## src/rtl/neuron_mult_scheduler.sv

```systemverilog
// Round-robin scheduler that time-shares one combinational float multiplier among NREQ requesters.
// One operation in flight: accept a winner, hold its operands MULT_LAT cycles, capture, return via valid/ready.
module neuron_mult_scheduler #(
  parameter int NREQ     = 4,
  parameter int IDW      = 2,
  parameter int MULT_LAT = 1
) (
  input  logic                Clk,
  input  logic                ResetN,
  input  logic [NREQ-1:0]     ReqVec,
  input  logic [NREQ-1:0]     SignAIn,
  input  logic [NREQ-1:0]     SignBIn,
  input  logic [5*NREQ-1:0]   ExponentAIn,
  input  logic [5*NREQ-1:0]   ExponentBIn,
  input  logic [6*NREQ-1:0]   MantissaAIn,
  input  logic [6*NREQ-1:0]   MantissaBIn,
  output logic [NREQ-1:0]     GntVec,
  output logic                Busy,
  output logic                SignA,
  output logic                SignB,
  output logic [4:0]          ExponentA,
  output logic [4:0]          ExponentB,
  output logic [5:0]          MantissaA,
  output logic [5:0]          MantissaB,
  input  logic                SignOut,
  input  logic [5:0]          ExponentOut,
  input  logic                ExponentC,
  input  logic [11:0]         MantissaOut,
  output logic                RespValid,
  input  logic                RespReady,
  output logic [IDW-1:0]      RespId,
  output logic                RespSign,
  output logic [5:0]          RespExponent,
  output logic                RespExponentC,
  output logic [11:0]         RespMantissa
);

  localparam int CNTW = (MULT_LAT > 1) ? $clog2(MULT_LAT) : 1;

  typedef enum logic [1:0] {ST_IDLE, ST_WAIT, ST_RESP} state_e;

  state_e          state_q;
  logic [IDW-1:0]  last_q;
  logic [CNTW-1:0] cnt_q;
  logic            op_sa_q, op_sb_q;
  logic [4:0]      op_ea_q, op_eb_q;
  logic [5:0]      op_ma_q, op_mb_q;
  logic            resp_vld_q;
  logic [IDW-1:0]  resp_id_q;
  logic            resp_sign_q, resp_c_q;
  logic [5:0]      resp_exp_q;
  logic [11:0]     resp_man_q;

  logic [IDW-1:0]  win_idx_d;
  logic            win_vld_d;
  logic [IDW-1:0]  cand_d;

  logic [4:0] exp_a [NREQ];
  logic [4:0] exp_b [NREQ];
  logic [5:0] man_a [NREQ];
  logic [5:0] man_b [NREQ];

  for (genvar i = 0; i < NREQ; i++) begin : g_unpack
    assign exp_a[i] = ExponentAIn[5*i +: 5];
    assign exp_b[i] = ExponentBIn[5*i +: 5];
    assign man_a[i] = MantissaAIn[6*i +: 6];
    assign man_b[i] = MantissaBIn[6*i +: 6];
  end

  // Scan from farthest to nearest so the first requester after last_q ends up as winner.
  always_comb begin
    win_vld_d = 1'b0;
    win_idx_d = '0;
    cand_d    = '0;
    for (int k = NREQ; k >= 1; k--) begin
      cand_d = IDW'((int'(last_q) + k) % NREQ);
      if (ReqVec[cand_d]) begin
        win_vld_d = 1'b1;
        win_idx_d = cand_d;
      end
    end
  end

  assign GntVec = (state_q == ST_IDLE && win_vld_d) ? (NREQ'(1) << win_idx_d) : '0;
  assign Busy   = (state_q != ST_IDLE);

  always_ff @(posedge Clk or negedge ResetN) begin
    if (!ResetN) begin
      state_q     <= ST_IDLE;
      last_q      <= IDW'(NREQ - 1);
      cnt_q       <= '0;
      op_sa_q     <= 1'b0;
      op_sb_q     <= 1'b0;
      op_ea_q     <= '0;
      op_eb_q     <= '0;
      op_ma_q     <= '0;
      op_mb_q     <= '0;
      resp_vld_q  <= 1'b0;
      resp_id_q   <= '0;
      resp_sign_q <= 1'b0;
      resp_c_q    <= 1'b0;
      resp_exp_q  <= '0;
      resp_man_q  <= '0;
    end else begin
      case (state_q)
        ST_IDLE: begin
          if (win_vld_d) begin
            op_sa_q   <= SignAIn[win_idx_d];
            op_sb_q   <= SignBIn[win_idx_d];
            op_ea_q   <= exp_a[win_idx_d];
            op_eb_q   <= exp_b[win_idx_d];
            op_ma_q   <= man_a[win_idx_d];
            op_mb_q   <= man_b[win_idx_d];
            resp_id_q <= win_idx_d;
            last_q    <= win_idx_d;
            cnt_q     <= CNTW'(MULT_LAT - 1);
            state_q   <= ST_WAIT;
          end
        end
        ST_WAIT: begin
          if (cnt_q != '0) begin
            cnt_q <= cnt_q - CNTW'(1);
          end else begin
            resp_sign_q <= SignOut;
            resp_exp_q  <= ExponentOut;
            resp_c_q    <= ExponentC;
            resp_man_q  <= MantissaOut;
            resp_vld_q  <= 1'b1;
            state_q     <= ST_RESP;
          end
        end
        ST_RESP: begin
          if (resp_vld_q && RespReady) begin
            resp_vld_q <= 1'b0;
            state_q    <= ST_IDLE;
          end
        end
        default: state_q <= ST_IDLE;
      endcase
    end
  end

  assign SignA         = op_sa_q;
  assign SignB         = op_sb_q;
  assign ExponentA     = op_ea_q;
  assign ExponentB     = op_eb_q;
  assign MantissaA     = op_ma_q;
  assign MantissaB     = op_mb_q;
  assign RespValid     = resp_vld_q;
  assign RespId        = resp_id_q;
  assign RespSign      = resp_sign_q;
  assign RespExponent  = resp_exp_q;
  assign RespExponentC = resp_c_q;
  assign RespMantissa  = resp_man_q;

endmodule

```

## config.mk

```make
export PLATFORM = sky130hd
export DESIGN_NAME = neuron_mult_scheduler
export DESIGN_NICKNAME = d
export VERILOG_FILES = /design/src/rtl/neuron_mult_scheduler.sv
export SDC_FILE = /design/constraint.sdc
export NUM_CORES = 1
export LEC_CHECK = 0
export BUFFER_PORTS_ARGS = -buffer_cell sky130_fd_sc_hd__buf_2
export CORE_ASPECT_RATIO = 1.75
export CORE_MARGIN = 2
export CORE_UTILIZATION = 40
export CTS_BUF_LIST = sky130_fd_sc_hd__clkbuf_8 sky130_fd_sc_hd__clkbuf_16
export DETAILED_ROUTE_END_ITERATION = 12
export GPL_TIMING_DRIVEN = 0
export MAX_ROUTING_LAYER = met4
export PLACE_DENSITY_LB_ADDON = 0.1
export SLEW_MARGIN = 20
export SYNTH_ARGS = -nofsm -noshare
export SYNTH_HDL_FRONTEND = slang
export SYNTH_SLANG_ARGS = --single-unit
```

## constraint.sdc

```tcl
create_clock -name Clk -period 2.1 [get_ports Clk]
set_input_delay 0.21 -clock Clk [delete_from_list [all_inputs] [get_ports Clk]]
set_output_delay 0.21 -clock Clk [all_outputs]
set_load 0.01 [all_outputs]
```

# == After elaboration in Yosys (flattened, before gate mapping) ==
# Cells that the tools add are included.
# totals
regBits,52
latchBits,0
ramBits,0
rom_bits,0
output_inout_bits,52
n_memories,0
# op_classes
add_sub_neg,5
mul,0
div_mod_pow,0
magnitude_cmp,6
eq_ne,5
shift,1
n_mux,43
bitwise,2
n_reduce_logical,11
# ops
op,count
binary-select mux 6 bit (select 2 bit),2
two-way mux 6 bit,4
binary-select mux 5 bit (select 2 bit),2
two-way mux 5 bit,4
"less-than comparator 2 x 3 -> 1 bit, second input constant",5
two-way mux 1 bit,14
two-way mux 2 bit,7
binary-select mux 1 bit (select 2 bit),6
"inequality test 2 bit, second input constant",3
one-hot mux 2 bit (3 select lines),1
AND reduction 2 bit,3
AND reduction 3 bit,2
nonzero test 2 bit,3
"adder 2 x 1 -> 2 bit, second input constant",2
"adder 2 bit, second input constant",2
two-way mux 4 bit,1
one-hot mux 1 bit (2 select lines),2
"left shift 1 x 2 -> 4 bit, first input constant",1
">= comparator 3 bit, second input constant",1
inverter 2 -> 3 bit,1
"equality test 2 x 1 -> 1 bit, second input constant",1
"equality test 2 bit, second input constant",1
logical AND 1 bit,2
zero test 2 bit,1
other kinds (2),2

# == Logic depth before layout (Yosys ltp) ==
# depth
depth_word,11
ltp_mapped,8

# == Least setup slack after synthesis ==
# Ideal clock, no wire load.
# synth_path
path_kind,reg-to-reg
start,register last_q[1]
end,"register op_ea_q[0], in the netlist ExponentA[0]"
setup_ns,0.132
arrival_time_ns,1.647
slack_ns,0.321
stages_incl_launch_ff,9
path_cell_list,dfstp_2 > buf_6 > mux2i_1 > nor2_1 > nor3_2 > buf_6 > buf_8 > mux2i_1 > o221ai_2
# synth_via
elab_chain_cells,11
word_cells_on_any_way,25
# synth_rtl
element,line,text
start: declaration,43,logic [IDW-1:0] last_q;
start signal: assignment,90,last_q <= IDW'(NREQ - 1);
start signal: assignment,115,last_q <= win_idx_d;
adder 2 x 1 -> 2 bit,76,cand_d = IDW'((int'(last_q) + k) % NREQ);
binary-select mux 1 bit (select 2 bit),77,if (ReqVec[cand_d]) begin
two-way mux 1 bit (not written as such),77,
two-way mux 2 bit (4 in series),77,
inverter 2 -> 3 bit (not written as such),110,op_ea_q <= exp_a[win_idx_d];
binary-select mux 5 bit (select 2 bit),110,
two-way mux 5 bit (not written as such) (2 in series),110,
end signal: assignment,110,
end: declaration,46,"logic [4:0] op_ea_q, op_eb_q;"
# Parallel ways exist; a longest one is shown, timed or not. The select of a mux whose other input is x is not followed.
# A chain may end at the register's enable or synchronous reset.

# == Final worst setup path ==
# layout_path
start,register last_q[1]
end,output port GntVec[2]
# layout_via
elab_chain_cells,9
word_cells_on_any_way,23
# layout_rtl
element,line,text
adder 2 x 1 -> 2 bit,76,
binary-select mux 1 bit (select 2 bit),77,
two-way mux 1 bit (not written as such),77,
two-way mux 2 bit / two-way mux 1 bit (equally long branches) (4 in series),77,
left shift 1 x 2 -> 4 bit / logical AND 1 bit (equally long branches),84,assign GntVec = (state_q == ST_IDLE && win_vld_d) ? (NREQ'(1) << win_idx_d) : '0;
two-way mux 4 bit *,84,
end: declaration,17,"output logic [NREQ-1:0] GntVec,"
# Every way passes the cells marked *; elsewhere a longest branch is shown, timed or not. The select of a mux whose other input is x is not followed.

==> reports/qor.yml <==
status: "finished, final reports clean"
min_period_ns: 2.09
gr-total-overflow: 0
grt_usage_pct: 20.1
finalCritPeriodShare_pct: 99.7
worstHoldPathType: "in -> reg"
clock-sinks: 51
start_util_pct: 40.9
core.rowCount: 40
ys_async_sr_fraction_pct: 100
drive_above_1_share_pct: 66.1
die_y_um: 114
grt_max_degree: 52
max_freq_mhz: 478
dieArea_um2: 7670
syn-cell-area_um2: 2780
cts_tree: "built"
rsz0062_at_grt: "yes"
critPathBufInv: 4
nets: 544
avgSynthCellArea_um2: 12.4
yosys_warnings: 0
cap_violations: 0
hpwl_mm: 5.62
clk_pin_slew_ns: 0.07
synth_cell_types: 26
core-area_um2: 6810
drt_first_iter_violations: 147
tightest_slew_ns: 0.645
end_kind: "output pin"
port_buffers: 174
yosysTopAreaCellShare_pct: 44.0
grt_pass1_vias: 2450
syn_nets: 347
power.total_mw: 6.24
startpoint: "last_q[1]$_DFFE_PN1P_"
cts-root-buf: "clkbuf_16"
cts_buffers: 5
start_kind: "flop"
yosys_most_used_dff: "dfrtp_1"
clockBufferDepth: 2
cp_max_fo: 10
leakage_nw: 2.15
synth_edf_count: 0
max-slew-margin-rel_pct: 57.0
slowest_delay_ns: 0.59
fp.dieW_um: 67.1
antenna_found_initial: 0
hold_viol_final: 0
cts-htree-levels: 2
slowest_stage: "dfstp_2"
ir_worst_vdd_mv: 1.14
slew_viol_final: 0
num_vias: 2516
required_ns: 1.89
drc: 0
syn_inst: 224
cp_common_cell: "buf_4"
vias_per_cell: 4.97
synth_seq_area_share_pct: 45.9
wl_mm: 7.62
clk_latency_ns: 0.29
r2r_start: "last_q[1]$_DFFE_PN1P_"
wl_per_cell_um: 15.1
antenna_left: 0
cp_cell_sequence: "buf_4 -> a31oi_1 -> a21oi_2 -> buf_4 -> nand2_8 -> buf_12 -> nor2_1 -> buf_2"
routabilityCongestion: 0.766
hp-start: "ExponentOut[0]"
arrival_ns: 1.88
fin_cells: 506
skew_ns: 0.00448
antenna_cells: 0
synth-seq-cells: 51
synth_area_leaders: "dfrtp_1 44%, mux2i_1 18%, o221ai_2 9.7%, mux2_2 8.1%, nand2_1 4.2%"
cpLargestDelayFamily: "flip-flops"
synth_common_cells: "49 x dfrtp_1, 49 x mux2i_1, 31 x nand2_1"
path_class: "reg -> out"
synth_largest_area_cell: "dfrtp_1"
grt_pass1_wl_mm: 11.3
setup_viol: 0
area_delta_synth_final_pct: 53.7
firstDrtPassIters: 4
power.density_nw_per_um2: 1460
dp_cells: 482
ios: 175
## cell usage in the layout (no fill, tap or decap), types with 6 or more instances in the layout
cell	count
dfrtp_1	49
clkbuf_16	6
nor2_1	6
o221ai_1	6
buf_4	15
o221ai_2	18
buf_2	174
a21oi_1	6
mux2i_4	6
nand2_1	31
buf_12	8
mux2_2	20
mux2i_1	31
mux2i_2	12
buf_6	6
## path summary, 6_finish.rpt
kind / to / slack (ns) / cells past startpoint
max: GntVec[2] / 0.007 / 8
min: RespExponent[0]$_DFFE_PN0P_ / 0.14 / 2
max reg2reg: ExponentA[0]$_DFFE_PN0P_ / 0.08 / 8
min reg2reg: MantissaA[3]$_DFFE_PN0P_ / 0.48 / 2
max in group asynchronous: SignA$_DFFE_PN0P_ / 1.18 / 2
min in group asynchronous: RespSign$_DFFE_PN0P_ / 0.47 / 2
## cells by family (layout without fill, tap and decap cells)
| kind of cell | after synthesis | after routing | share of synthesized area [%] |
|---|---|---|---|
| muxes | 69 | 69 | 25.7 |
| buffers and inverters | 21 | 219 | 7.10 |
| DFF | 51 | 51 | 45.9 |
| and+or+nand+nor | 48 | 48 | 7.37 |
| AOI/OAI and AO/OA | 35 | 35 | 13.9 |
## registers in the layout (all words and copies together), names as in the netlist
name and count:
ExponentA 5, ExponentB 5, MantissaA 6, MantissaB 6
RespExponent 6, RespExponentC 1, RespId 2, RespMantissa 12
RespSign 1, RespValid 1, SignA 1, SignB 1
last_q 2, state_q 2
## power by group
part / internal (mW) / switching [mW]
Combinational: 1.93 / 1.74
Clock: 0.439 / 0.361
Sequential: 1.51 / 0.261
## repair_timing
item                                   4_1_cts  5_1_grt
setup endpoints to repair                    4       27
pin swaps                                    2        7
gates resized for setup                      9       39
hold buffers                                 1        0
endpoints found under the hold margin       49        0
setup buffers                                5       10
gates cloned                                 0        1
## through the flow
| stage | worst slack (ns) | TNS, ns | hold slack, ns | area, um2 | util, % |
|---|---|---|---|---|---|
| floorplan | 0.321 | 0 | -0.0856 | 2780 | - |
| global placement | 0.118 | 0 | 0.442 | 3760 | 55.2 |
| detailed placement | 0.109 | 0 | 0.284 | 3760 | 55.3 |
| CTS | -0.0123 | -0.0358 | 0.135 | 3980 | 58.5 |
| global route | -0.0726 | -1.14 | 0.140 | 4280 | 62.8 |
| finish | 0.00703 | 0 | 0.145 | 4280 | 62.8 |
## final cells by class
cell class	instances	area (um2)
tap	84	105
clock buffer	5	125
buffer	16	210
multi-input combinational	152	1470
inverter	4	30.0
fill	582	2530
sequential	51	1280
clock inverter	3	20.0
timing repair buffer	191	1040
## per-layer routing
layer | part of all wire, % | vias to the layer above | global-route usage (%)
li1 | - | 1214 | -
met4 | 1.3 | 0 | 6.26
met3 | 7.2 | 7 | 4.72
met2 | 57 | 95 | 37.5
met1 | 35 | 1200 | 19.6
met5 | 0 | - | -
(Power assumes the default switching activity.)
